===== config.mk =====
export PLATFORM = sky130hd
export DESIGN_NAME = capture_uploader
export DESIGN_NICKNAME = d
export VERILOG_FILES = /design/src/rtl/capture_uploader.sv
export SDC_FILE = /design/constraint.sdc
export NUM_CORES = 1
export LEC_CHECK = 0
export BUFFER_PORTS_ARGS = -buffer_cell sky130_fd_sc_hd__buf_2
export CORE_MARGIN = 10
export CORE_UTILIZATION = 42
export DETAILED_ROUTE_END_ITERATION = 6
export MAX_ROUTING_LAYER = met4
export PLACE_DENSITY = 0.72
export SLEW_MARGIN = 15
export SYNTH_ARGS = -nofsm -noshare
export SYNTH_HDL_FRONTEND = slang
export SYNTH_SLANG_ARGS = --single-unit
export TNS_END_PERCENT = 5

===== constraint.sdc =====
create_clock -name clk -period 4.8 [get_ports clk]
set_clock_uncertainty 0.05 [all_clocks]
set_input_delay 0.48 -clock clk [delete_from_list [all_inputs] [get_ports clk]]
set_output_delay 0.48 -clock clk [all_outputs]
set_load 0.1 [all_outputs]

===== src/rtl/capture_uploader.sv =====
`default_nettype none
// ============================================================================
// Module   : capture_uploader
// Brief    : Reads N samples from a buffer and streams them as a framed,
//            checksummed packet (AA 55 LEN_H LEN_L D[0..N-1] CSUM) to a UART.
// Revision : 1.0 - initial release
// ============================================================================
module capture_uploader #(
    parameter int ADDR_W = 10
) (
    input  logic              clk,
    input  logic              rst_n,
    input  logic              start,
    input  logic [ADDR_W:0]   sample_count,
    output logic              rd_en,
    output logic [ADDR_W-1:0] rd_addr,
    input  logic [7:0]        rd_data,
    output logic [7:0]        tx_data,
    output logic              tx_valid,
    input  logic              tx_ready,
    output logic              busy,
    output logic              done
);

    typedef enum logic [3:0] {
        IDLE = 4'd0,
        HDR0 = 4'd1,
        HDR1 = 4'd2,
        LENH = 4'd3,
        LENL = 4'd4,
        RD   = 4'd5,
        WAIT = 4'd6,
        DATA = 4'd7,
        CSUM = 4'd8,
        FIN  = 4'd9
    } state_t;

    localparam logic [7:0]    C_SYNC0 = 8'hAA;
    localparam logic [7:0]    C_SYNC1 = 8'h55;
    localparam logic [ADDR_W:0] C_ONE = {{ADDR_W{1'b0}}, 1'b1};
    localparam logic [ADDR_W:0] C_ZERO = '0;

    state_t              r_state;
    logic [ADDR_W:0]     r_n;
    logic [ADDR_W:0]     r_idx;
    logic [7:0]          r_csum;
    logic [7:0]          r_tx_data;
    logic                r_tx_valid;
    logic                r_rd_en;
    logic [ADDR_W-1:0]   r_rd_addr;
    logic                r_busy;
    logic                r_done;

    logic [15:0]         w_len;
    logic [ADDR_W:0]     w_idx_nxt;
    logic                w_more;
    logic [7:0]          w_pres_byte;
    state_t              w_pres_next;

    assign w_len     = 16'(r_n);
    assign w_idx_nxt = r_idx + C_ONE;
    assign w_more    = (w_idx_nxt < r_n);

    // Byte and successor for the states that present a fixed/derived byte
    always_comb begin
        w_pres_byte = 8'h00;
        w_pres_next = IDLE;
        case (r_state)
            HDR0: begin
                w_pres_byte = C_SYNC0;
                w_pres_next = HDR1;
            end
            HDR1: begin
                w_pres_byte = C_SYNC1;
                w_pres_next = LENH;
            end
            LENH: begin
                w_pres_byte = w_len[15:8];
                w_pres_next = LENL;
            end
            LENL: begin
                w_pres_byte = w_len[7:0];
                w_pres_next = (r_n != C_ZERO) ? RD : CSUM;
            end
            CSUM: begin
                w_pres_byte = r_csum;
                w_pres_next = FIN;
            end
            default: begin
                w_pres_byte = 8'h00;
                w_pres_next = IDLE;
            end
        endcase
    end

    always_ff @(posedge clk) begin
        if (!rst_n) begin
            r_state    <= IDLE;
            r_n        <= '0;
            r_idx      <= '0;
            r_csum     <= 8'h00;
            r_tx_data  <= 8'h00;
            r_tx_valid <= 1'b0;
            r_rd_en    <= 1'b0;
            r_rd_addr  <= '0;
            r_busy     <= 1'b0;
            r_done     <= 1'b0;
        end else begin
            r_done  <= 1'b0;
            r_rd_en <= 1'b0;
            case (r_state)
                IDLE: begin
                    if (start) begin
                        r_n     <= sample_count;
                        r_idx   <= '0;
                        r_csum  <= 8'h00;
                        r_busy  <= 1'b1;
                        r_state <= HDR0;
                    end
                end
                HDR0, HDR1, LENH, LENL, CSUM: begin
                    // Load the byte on entry, then hold it until accepted
                    if (!r_tx_valid) begin
                        r_tx_data  <= w_pres_byte;
                        r_tx_valid <= 1'b1;
                    end else if (tx_ready) begin
                        r_tx_valid <= 1'b0;
                        r_state    <= w_pres_next;
                        if (r_state == LENH || r_state == LENL) begin
                            r_csum <= r_csum + r_tx_data;
                        end
                        if (r_state == LENL && r_n != C_ZERO) begin
                            r_rd_en   <= 1'b1;
                            r_rd_addr <= r_idx[ADDR_W-1:0];
                        end
                        if (r_state == CSUM) begin
                            r_done <= 1'b1;
                        end
                    end
                end
                RD: begin
                    r_state <= WAIT;
                end
                WAIT: begin
                    r_tx_data  <= rd_data;
                    r_tx_valid <= 1'b1;
                    r_csum     <= r_csum + rd_data;
                    r_state    <= DATA;
                end
                DATA: begin
                    if (tx_ready) begin
                        r_tx_valid <= 1'b0;
                        if (w_more) begin
                            r_idx     <= w_idx_nxt;
                            r_rd_en   <= 1'b1;
                            r_rd_addr <= w_idx_nxt[ADDR_W-1:0];
                            r_state   <= RD;
                        end else begin
                            r_state <= CSUM;
                        end
                    end
                end
                FIN: begin
                    r_busy  <= 1'b0;
                    r_state <= IDLE;
                end
                default: begin
                    r_state <= IDLE;
                end
            endcase
        end
    end

    assign rd_en    = r_rd_en;
    assign rd_addr  = r_rd_addr;
    assign tx_data  = r_tx_data;
    assign tx_valid = r_tx_valid;
    assign busy     = r_busy;
    assign done     = r_done;

endmodule
`default_nettype wire


==> metrics.csv, run 1 <==
stage;metric;value;unit
drt;vias;3419;
setup_path;crit-path cells;ha_1, nand3_2, or4_1, nor2_2, xor2_2, ha_1, nand4_1, nor2_1, a211o_1, a211oi_2, buf_4, a2111oi_0, a41o_1;
synth;synth warn;0;
synth;Post-synth top flop;dfxtp_1;
drt;Antenna Nets Post-Route;0;
clock_network;H-tree Lvls;2;
setup_path;critical path startpoint category;flip-flop;
setup_path;Crit Path Class;reg2reg;
pwr;switching share of power;42.02;%
die;standard-cell rows;33;
sta;Tmin final;4.082;ns
finish;sequential cell area;1121;sq um
clock_network;buffer levels on the longest clock path;2;
synth;Cells after Synth;464;
synth;synth cell count leaders;69 x nand2_1, 56 x dfxtp_1, 41 x a21oi_1, 32 x nor2_1, 28 x inv_1;
synth;Synth cell types;62;
setup_path;crit-path max cell delay;0.63;ns
setup_path;reg2reg start;r_idx[0];
sta;TNS Setup;0;ns
clock_network;CTS resizes;0;
synth;post-synthesis register bit count;56;
setup_path;Critical Path Source;r_idx[0];
grt;vias in the first global route;3219;
sta;Slew Viols, Final;0;
die;Initial Utilization;43.65;%
clock_network;postcts setup bufs;0;
pwr;Power Internal;889.0;uW
hold_path;hold crit path type;in2reg;
die;Die W;112.9;um
pwr;Max VDD drop;0.0001576;V
sta;Worst Max-Slew Pin Slew;0.8289;ns
setup_path;CP most frequent cell;ha_1;
die;Die Span Y;112.9;um
clock_network;worst skew pair latency;0.31;ns
run_status;failing checks;design-rule violations;
grt;first-pass GRT wire length;15280;um
job;Max-Cap Viols;0;
grt;gr usage total;14.20;%
placement;post-DP HPWL;6820;um
clock_network;clk sinks;56;
finish;Net count, final;531;
sta;period utilization;85.05;%
pwr;Seq pwr share;38.0;%
setup_path;CP max FO;23;
sta;final hold violation count;0;
placement;Buffers on Ports;44;
hold_path;Hold Startpoint;sample_count[0];
synth;top post-synthesis cells by area;dfxtp_1 31%, nand2_1 7.2%, ha_1 6.6%;
drt;Starting DRT DRC Count;323;
setup_path;Top Family by Delay on Critical Path;compound AO/OA/AOI/OAI gates;
pwr;Clk network pwr share;23.4;%
drt;Initial DRT Pass Iterations;6;
placement;Placer Congestion;0.8620;
grt;largest net degree at the start of global routing;40;
sta;Final Setup Violations;0;
synth;proportion of netlist area held by the largest area contributor;30.95;%
grt;antenna violations before repair;0;
drt;DRT Wirelength;9258;um
die;die area;12740;sq um
pwr;P per Cell Area;384.2;nW/um^2
clock_network;post-cts hold buffer count;0;
pwr;Combinational Power Share;38.6;%
finish;Layout area overhead;10.19;%
synth;sequential area share after synthesis;30.95;%
setup_path;Critical Path Sink Type;flip-flop;
finish;footprint of the multi-input gates;2243;sq um
pwr;Leak;1.688;nW
synth;syn_nets;507;
run_status;outcome;finished with violations;
grt;gr ovfl total;0;
drt;vias per inst;5.766;
clock_network;clock transition at the registers of the reported paths;0.10;ns
synth;Post-synth EDFFs;0;
synth;cell with the most instances after synthesis;nand2_1;
sta;RSZ-0062 raised after global routing;false;
finish;layout cells sized above 1;14.55;%
synth;area leader, netlist;dfxtp_1;
synth;Avg Cell Area, Syn;7.807;sq um
setup_path;Crit-path slowest cell;or4_1;
synth;Post-synth ARST share;0;%
die;Ports;45;
drt;DR WL/cell;15.61;um
synth;cell area after synthesis;3622;sq um
setup_path;CP Data Required Time;4.96;ns
setup_path;worst path arrival time;4.24;ns
sta;highest clock rate;245.0;MHz
sta;Worst slew margin;44.74;%
clock_network;CTS tree;built;
setup_path;CP bufs+invs;1;
finish;Fillers;803;
sta;fin worst setup slack;0.7178;ns
clock_network;CTS root buf;clkbuf_8;
drt;# DRC;2;
die;core area;8299;sq um
placement;DP Worst Slack;0.8371;ns
pwr;Sw Pwr;644.3;uW
clock_network;total CTS buffers;5;
finish;Inserted Diodes;0;
-- logic make-up after synthesis --
| group | after synthesis | share of synthesized area [%] |
|---|---|---|
| mux | 13 | 3.696 |
| flops | 56 | 30.95 |
| fa+ha+maj | 20 | 7.116 |
| xor+xnor | 21 | 5.285 |
| compound gates | 127 | 23.52 |
| simple gates | 166 | 22.31 |
| buf+inv | 61 | 7.116 |
-- stage by stage --
stage / util, % / area, sq um / cells / total power [mW] / hold WS [ns]
detailed placement: 46.54 / 3862 / 586 / 1.179 / 0.4131
CTS: 48.09 / 3991 / 593 / 1.535 / 0.3422
global route: 48.09 / 3991 / 593 / 1.619 / 0.3523
global placement: 46.54 / 3862 / 586 / 1.165 / 0.4001
finish: 48.09 / 3991 / 593 / 1.533 / 0.3481
floorplan: - / 3622 / 464 / 1.050 / 0.3990
-- final cells by class --
class / count / area share (%)
sequential: 56 / 28.09
tap: 105 / 3.292
clock inverter: 2 / 1.505
clock buffer: 5 / 1.724
timing repair buffer: 49 / 6.458
multi-input combinational: 347 / 56.21
inverter: 29 / 2.727
-- worst reg2reg max path: stages, from the launching register on --
cell	delay (ns)
dfxtp_1	0.46
ha_1	0.32
nand3_2	0.15
or4_1	0.63
nor2_2	0.20
xor2_2	0.17
ha_1	0.26
nand4_1	0.11
nor2_1	0.06
a211o_1	0.30
a211oi_2	0.56
buf_4	0.35
a2111oi_0	0.14
a41o_1	0.24
-- registers in the layout, indices dropped and copies added, names as in the netlist --
signal,flops
r_idx,11
r_n,11
busy,1
rd_addr,10
tx_valid,1
r_state,4
tx_data,8
rd_en,1
done,1
r_csum,8
-- metal layers --
metal  GRT usage [%]  share of wire, %  vias up  routed length, um
li1                -                 -     1695                  -
met1           18.63                48     1621               4447
met2           22.62                47       96               4364
met3           1.479               4.0        7                366
met4           3.892              0.86        0                 80
met5               -                 0        -                  0
-- cells in the final DEF (no fill, tap or decap), drive strengths merged, types with 2 or more instances in the layout --
| master | instances |
|---|---|
| and2 | 3 |
| a41o | 5 |
| a31oi | 5 |
| o221ai | 2 |
| nand3 | 18 |
| mux2 | 3 |
| nor2b | 7 |
| mux2i | 10 |
| nand4 | 2 |
| nand2 | 69 |
| nand2b | 6 |
| or2 | 3 |
| a22oi | 8 |
| bufinv | 2 |
| clkbuf | 5 |
| and3 | 3 |
| nor4 | 7 |
| nor3 | 6 |
| o22a | 5 |
| nand4b | 3 |
| a21oi | 41 |
| o311a | 11 |
| a211oi | 4 |
| buf | 49 |
| xnor2 | 15 |
| a32o | 2 |
| ha | 19 |
| nand3b | 2 |
| o21ai | 26 |
| a2111oi | 5 |
| nor2 | 33 |
| xor2 | 6 |
| a21o | 3 |
| inv | 29 |
| dfxtp | 56 |
-- final timing paths --
check / endpoint / slack (ns) / cells after the start
setup / recovery: r_idx[4] / 0.72 / 13
setup reg to reg: r_idx[4] / 0.72 / 13
hold / removal: r_n[0] / 0.35 / 3
hold reg to reg: rd_addr[7] / 0.42 / 2
-- power by group through the flow --
stage                     clock, mW  combinational [mW]  sequential [mW]
after CTS                     0.366               0.589            0.579
after floorplan                   0               0.359            0.691
after global routing          0.381               0.649            0.590
after global placement            0               0.577            0.588
after detailed placement          0               0.588            0.590
final                         0.358               0.593            0.582
(Power assumes the default switching activity.)
==> inputs of run 2 (changes only) <==
--- a/config.mk
+++ b/config.mk
@@ -6,11 +6,14 @@
 export NUM_CORES = 1
 export LEC_CHECK = 0
 export BUFFER_PORTS_ARGS = -buffer_cell sky130_fd_sc_hd__buf_2
+export CAP_MARGIN = 20
 export CORE_MARGIN = 10
 export CORE_UTILIZATION = 42
+export CTS_CLUSTER_DIAMETER = 80
 export DETAILED_ROUTE_END_ITERATION = 6
 export MAX_ROUTING_LAYER = met4
 export PLACE_DENSITY = 0.72
+export REMOVE_ABC_BUFFERS = 1
 export SLEW_MARGIN = 15
 export SYNTH_ARGS = -nofsm -noshare
 export SYNTH_HDL_FRONTEND = slang
==> run 2 against run 1 <==
Compared with the run above:
- the run now ends clean
- global-route usage increased by 0.99 points
- highest routed layer unchanged
- sequential share of layout area is 0.071 points higher
- register-to-register slack better by 0.20 ns
- critical path type unchanged
- largest power group unchanged
- count of clock-buffer cells in the layout unchanged
- wire length up 4.3%
==> metrics.csv, run 2 (same netlist as run 1, synthesis figures left out) <==
stage;metric;value;unit;change
sta;Tmin final;3.887;ns;was 4.082 ns
pwr;Clk network pwr share;21.2;%;was 23.4%
setup_path;R2R setup slack;0.91;ns;was 0.72 ns
clock_network;CTS tree;built;;unchanged
clock_network;postcts setup bufs;0;;unchanged
drt;Starting DRT DRC Count;313;;was 323
die;Ports;45;;unchanged
setup_path;critical path startpoint category;flip-flop;;unchanged
placement;dpl cell area;3870;sq um;was 3862 sq um
sta;highest clock rate;257.3;MHz;was 245.0 MHz
finish;Layout area overhead;9.914;%;was 10.19%
hold_path;hold crit path type;in2reg;;unchanged
finish;Net count, final;532;;was 531
setup_path;R2R cell count;13;;unchanged
pwr;total power;1.500;mW;was 1.533 mW
grt;largest net degree at the start of global routing;40;;unchanged
setup_path;CP Data Required Time;4.96;ns;about the same
run_status;outcome;complete, no violations;;was finished with violations
drt;Antenna Nets Post-Route;0;;unchanged
die;Die W;112.9;um;unchanged
setup_path;R2R Path End;r_idx[8];;was r_idx[4]
clock_network;worst skew pair latency;0.32;ns;was 0.31 ns
die;Die Span Y;112.9;um;unchanged
clock_network;post-cts hold buffer count;0;;unchanged
clock_network;clk sinks;56;;unchanged
drt;# DRC;0;;was 2
pwr;Power Internal;842.1;uW;was 889.0 uW
drt;vias;3434;;was 3,419
pwr;Combinational Power Share;41.1;%;was 38.6%
sta;final hold violation count;0;;unchanged
placement;post-DP HPWL;7063;um;was 6820 um
pwr;Leak;1.683;nW;was 1.688 nW
pwr;P per Cell Area;376.6;nW/um^2;was 384.2 nW/um^2
clock_network;CTS resizes;0;;unchanged
grt;gr usage total;15.19;%;was 14.20%
pwr;switching share of power;43.84;%;was 42.02%
setup_path;CP max FO;31;;was 23
hold_path;Worst Hold End;r_n[7];;was r_n[0]
hold_path;Hold Startpoint;sample_count[7];;was sample_count[0]
sta;worst hold margin;0.3375;ns;was 0.3481 ns
job;Max-Cap Viols;0;;unchanged
clock_network;clock transition at the registers of the reported paths;0.10;ns;about the same
pwr;Max VDD drop;0.0002728;V;was 0.0001576 V
drt;DRT Wirelength;9660;um;was 9258 um
drt;DR WL/cell;16.24;um;was 15.61 um
clock_network;total CTS buffers;5;;unchanged
die;core area;8299;sq um;unchanged
sta;Final Setup Violations;0;;unchanged
clock_network;buffer levels on the longest clock path;2;;unchanged
placement;Placer Congestion;0.9061;;was 0.8620
grt;first-pass GRT wire length;16000;um;was 15,280 um
finish;cell area after layout;3981;sq um;was 3991 sq um
sta;Worst slew margin;45.16;%;was 44.74%
clock_network;CTS root buf;clkbuf_8;;unchanged
sta;Slew Viols, Final;0;;unchanged
placement;Buffers on Ports;44;;unchanged
sta;period utilization;80.98;%;was 85.05%
sta;Worst Max-Slew Pin Slew;0.8225;ns;was 0.8289 ns
grt;antenna violations before repair;0;;unchanged
clock_network;H-tree Lvls;2;;unchanged
sta;RSZ-0062 raised after global routing;false;;unchanged
hold_path;hold path depth;3;;unchanged
die;standard-cell rows;33;;unchanged
finish;Fillers;802;;was 803
pwr;Seq pwr share;37.7;%;was 38.0%
die;Initial Utilization;43.65;%;unchanged
grt;gr ovfl total;0;;unchanged
drt;Initial DRT Pass Iterations;7;;was 6
finish;commonest non-fill, non-tap cell in the layout;nand2_1;;unchanged
setup_path;worst path arrival time;4.05;ns;was 4.24 ns
drt;vias per inst;5.771;;was 5.766
die;die area;12740;sq um;unchanged
finish;layout cells sized above 1;14.90;%;was 14.55%
setup_path;reg2reg start;r_idx[0];;unchanged
grt;vias in the first global route;3310;;was 3,219
sta;TNS Setup;0;ns;unchanged
finish;Inserted Diodes;0;;unchanged
finish;most frequent cells in the layout;69 x nand2_1, 56 x dfxtp_1, 44 x buf_2;;unchanged
setup_path;Crit Path Class;reg2reg;;unchanged
setup_path;Critical Path Sink Type;flip-flop;;unchanged
pwr;Sw Pwr;657.4;uW;was 644.3 uW
==> run 2: cell types whose count changed in the layout (fill, tap and decap cells not counted), sizes merged <==
cell	change
buf	+1
clkinv	+1
bufinv	-1
clkinvlp	+1
==> run 2: layer usage <==
metal	GRT usage, %	routed length, um
met1	19.56	4535
met2	23.85	4507
met3	1.955	477
met4	5.330	140
met5	-	0
==> run 2: power by group through the flow <==
stage | Combinational, mW | Sequential, mW | Clock (mW)
finish | 0.617 | 0.565 | 0.318
global route | 0.676 | 0.573 | 0.340
CTS | 0.614 | 0.563 | 0.325
detailed placement | 0.611 | 0.573 | 0
global placement | 0.599 | 0.571 | 0
floorplan | 0.316 | 0.712 | 0
==> run 2: worst max-delay path by stage <==
stage                           to  cells past startpoint  slack, ns     start
after floorplan           r_idx[8]                     12       0.64  r_idx[0]
after global placement    r_idx[8]                     13       1.16  r_idx[0]
after detailed placement  r_idx[8]                     13       0.97  r_idx[0]
after CTS                 r_idx[8]                     13       0.95  r_idx[0]
after global routing      r_idx[8]                     13       0.66  r_idx[0]
final                     r_idx[8]                     13       0.91  r_idx[0]
==> run 2: final cells by class <==
class                   instances  area, sq um  area share [%]
multi-input cells             347         2243           56.35
repair buffers                 50        265.3           6.662
flip-flops and latches         56         1121           28.16
inverters                      29        108.9           2.734
well taps                     105        131.4           3.300
clock buffers                   5        68.82           1.728
clock inverters                 3        42.54           1.069
==> run 2: per-stage QoR <==
stage | utilization, % | std cells | worst slack, ns
global placement | 46.63 | 587 | 1.159
global route | 47.97 | 595 | 0.6642
finish | 47.97 | 595 | 0.9131
floorplan | - | 432 | 0.6374
CTS | 47.97 | 595 | 0.9478
detailed placement | 46.63 | 587 | 0.9687
==> run 2: critical path, cell delays in order (launching register included) <==
cell,delay (ns)
dfxtp_1,0.46
ha_1,0.31
nand3_2,0.14
or4_1,0.62
nor2_2,0.19
xor2_2,0.17
ha_1,0.27
nand4_1,0.13
nor2_1,0.06
a211o_1,0.31
a211oi_2,0.20
buf_4,0.32
nor2_1,0.17
a311o_1,0.38
==> inputs of run 3 (changes only) <==
==> constraint.sdc (replaced) <==
create_clock -name clk -period 3.9 [get_ports clk]
set_clock_uncertainty 0.05 [all_clocks]
set_input_delay 0.39 -clock clk [delete_from_list [all_inputs] [get_ports clk]]
set_output_delay 0.39 -clock clk [all_outputs]
set_load 0.1 [all_outputs]
==> run 3 against run 2 <==
Compared with the run above:
- non-clock buffer count grew 5
- largest power group unchanged
- cell count grew 0.67%
- setup slack lost 0.70 ns
- register-to-register slack lost 0.70 ns
- core utilization grew 0.51 points
- clock power grew 7.9%
- highest routed layer unchanged
- die area is the same
- largest cell class unchanged
- combinational power grew 28%
- first-iteration DRC count shrank 11%
==> metrics.csv, run 3 (same netlist as run 1, synthesis figures left out) <==
stage;metric;value;unit;change
drt;Antenna Nets Post-Route;0;;unchanged
sta;Slew Viols, Final;0;;unchanged
setup_path;Top Family by Delay on Critical Path;simple AND/OR/NAND/NOR gates;;unchanged
die;Die W;112.9;um;unchanged
grt;gr ovfl total;0;;unchanged
drt;DR WL/cell;15.78;um;was 16.24 um
hold_path;hold crit path type;in2reg;;unchanged
die;standard-cell rows;33;;unchanged
setup_path;CP most frequent cell;ha_1;;
drt;vias per inst;5.778;;was 5.771
setup_path;Critical Path Sink Type;flip-flop;;unchanged
clock_network;clk sinks;56;;unchanged
sta;fin worst setup slack;0.2136;ns;was 0.9131 ns
clock_network;H-tree Lvls;2;;unchanged
finish;layout cells sized above 1;15.59;%;was 14.90%
die;Ports;45;;unchanged
setup_path;Crit-path slowest cell;or4_1;;unchanged
setup_path;CP Data Required Time;4.04;ns;was 4.96 ns
grt;antenna violations before repair;0;;unchanged
setup_path;Crit Path Class;reg2reg;;unchanged
clock_network;clock transition at the registers of the reported paths;0.10;ns;about the same
finish;Fillers;819;;was 802
setup_path;worst path arrival time;3.83;ns;was 4.05 ns
drt;DRT Wirelength;9454;um;was 9660 um
clock_network;CTS resizes;0;;unchanged
clock_network;total CTS buffers;5;;unchanged
die;Die Span Y;112.9;um;unchanged
sta;RSZ-0062 raised after global routing;false;;unchanged
clock_network;postcts setup bufs;0;;unchanged
grt;largest net degree at the start of global routing;39;;was 40
die;Initial Utilization;43.65;%;unchanged
clock_network;CTS root buf;clkbuf_8;;unchanged
drt;# DRC;0;;unchanged
clock_network;buffer levels on the longest clock path;2;;unchanged
sta;highest clock rate;271.3;MHz;was 257.3 MHz
hold_path;Hold Startpoint;sample_count[7];;unchanged
clock_network;post-cts hold buffer count;0;;unchanged
setup_path;R2R cell count;13;;unchanged
pwr;Max VDD drop;0.0003119;V;was 0.0002728 V
clock_network;CTS tree;built;;unchanged
drt;vias;3461;;was 3,434
pwr;Leak;1.707;nW;was 1.683 nW
sta;Worst slew margin;35.41;%;was 45.16%
grt;first-pass GRT wire length;15500;um;was 16,000 um
die;core area;8299;sq um;unchanged
grt;gr usage total;14.43;%;was 15.19%
placement;placed insts;592;;was 587
sta;final hold violation count;0;;unchanged
setup_path;reg2reg start;r_idx[0];;unchanged
setup_path;critical path startpoint category;flip-flop;;unchanged
finish;Non-Filler Instances;599;;was 595
pwr;P per Cell Area;449.8;nW/um^2;was 376.6 nW/um^2
placement;Buffers on Ports;44;;unchanged
setup_path;CP max FO;9;;was 31
setup_path;CP bufs+invs;1;;unchanged
hold_path;hold path depth;3;;unchanged
setup_path;crit-path cells;ha_1, nand3_2, or4_1, nor2_2, xor2_2, ha_1, nand4_1, nor2_1, a211o_1, a211oi_4, buf_4, a2111oi_0, a41o_1;;was ha_1, nand3_2, or4_1, nor2_2, xor2_2, ha_1, nand4_1, nor2_1, a211o_1, a211oi_2, buf_4, nor2_1, a311o_1
sta;period utilization;94.52;%;was 80.98%
finish;sequential cell area;1121;sq um;unchanged
setup_path;R2R setup slack;0.21;ns;was 0.91 ns
finish;commonest non-fill, non-tap cell in the layout;nand2_1;;unchanged
placement;Placer Congestion;0.8882;;was 0.9061
setup_path;crit-path max cell delay;0.61;ns;was 0.62 ns
clock_network;worst skew pair latency;0.30;ns;was 0.32 ns
die;die area;12740;sq um;unchanged
sta;Tmin final;3.686;ns;was 3.887 ns
hold_path;Worst Hold End;r_n[7];;unchanged
finish;most frequent cells in the layout;69 x nand2_1, 56 x dfxtp_1, 44 x buf_2;;unchanged
drt;Initial DRT Pass Iterations;5;;was 7
run_status;outcome;complete, no violations;;unchanged
sta;Worst Max-Slew Pin Slew;0.9678;ns;was 0.8225 ns
placement;DP Worst Slack;0.2008;ns;was 0.9687 ns
placement;post-DP HPWL;6963;um;was 7063 um
finish;Net count, final;537;;was 532
drt;Starting DRT DRC Count;280;;was 313
grt;vias in the first global route;3240;;was 3,310
setup_path;R2R Path End;r_idx[2];;was r_idx[8]
finish;Layout area overhead;11.09;%;was 9.914%
job;Max-Cap Viols;0;;unchanged
sta;Final Setup Violations;0;;unchanged
finish;Inserted Diodes;0;;unchanged
finish;footprint of the multi-input gates;2251;sq um;was 2243 sq um
-- run 3: cell types whose count changed in the layout (fill, tap and decap cells not counted), sizes merged --
cell,before,now
bufinv,1,0
clkinv,1,0
clkbuf,5,7
buf,50,55
clkinvlp,1,0
-- run 3: layer usage --
layer,wire (um),track usage (%),vias to the layer above
li1,-,-,1704
met1,4468,19.15,1594
met2,4275,22.54,148
met3,548,1.426,15
met4,161,4.399,0
met5,0,-,-
-- run 3: how the worst max path moves through the flow --
stage                to      from  cells after the start  slack, ns
6_report       r_idx[2]  r_idx[0]                     13       0.21
5_1_grt        r_idx[6]  r_idx[0]                     13       0.04
4_1_cts        r_idx[2]  r_idx[0]                     13       0.19
3_5_place_dp   r_idx[2]  r_idx[0]                     13       0.20
3_3_place_gp   r_idx[2]  r_idx[0]                     13       0.34
2_1_floorplan  r_idx[8]  r_idx[0]                     12      -0.26
-- run 3: cell type report --
class	instances	share of cell area (%)
Multi-Input combinational cell	347	55.94
Sequential cell	56	27.86
Timing Repair Buffer	55	7.836
Tap cell	105	3.265
Inverter	29	2.705
Clock buffer	7	2.394
-- run 3: per-stage QoR --
| step | power [mW] | TNS, ns | instance area, sq um | hold slack (ns) | util, % |
|---|---|---|---|---|---|
| 2_1_floorplan | 1.265 | -0.8084 | 3473 | 0.3990 | - |
| 3_3_place_gp | 1.445 | 0 | 3920 | 0.3949 | 47.23 |
| 3_5_place_dp | 1.463 | 0 | 3920 | 0.4038 | 47.23 |
| 4_1_cts | 1.803 | 0 | 4016 | 0.2654 | 48.39 |
| 5_1_grt | 1.919 | 0 | 4024 | 0.2796 | 48.48 |
| 6_report | 1.810 | 0 | 4024 | 0.2645 | 48.48 |
-- run 3: worst reg2reg max path, stage by stage, from the launching register on --
cell	delay (ns)
dfxtp_1	0.42
ha_1	0.29
nand3_2	0.14
or4_1	0.61
nor2_2	0.19
xor2_2	0.16
ha_1	0.26
nand4_1	0.12
nor2_1	0.06
a211o_1	0.34
a211oi_4	0.34
buf_4	0.23
a2111oi_0	0.11
a41o_1	0.26
-- run 3: report_power, final --
group	switching, mW	internal [mW]	total (mW)
clock network	0.185	0.159	0.343
registers	0.0507	0.626	0.677
logic	0.564	0.226	0.790
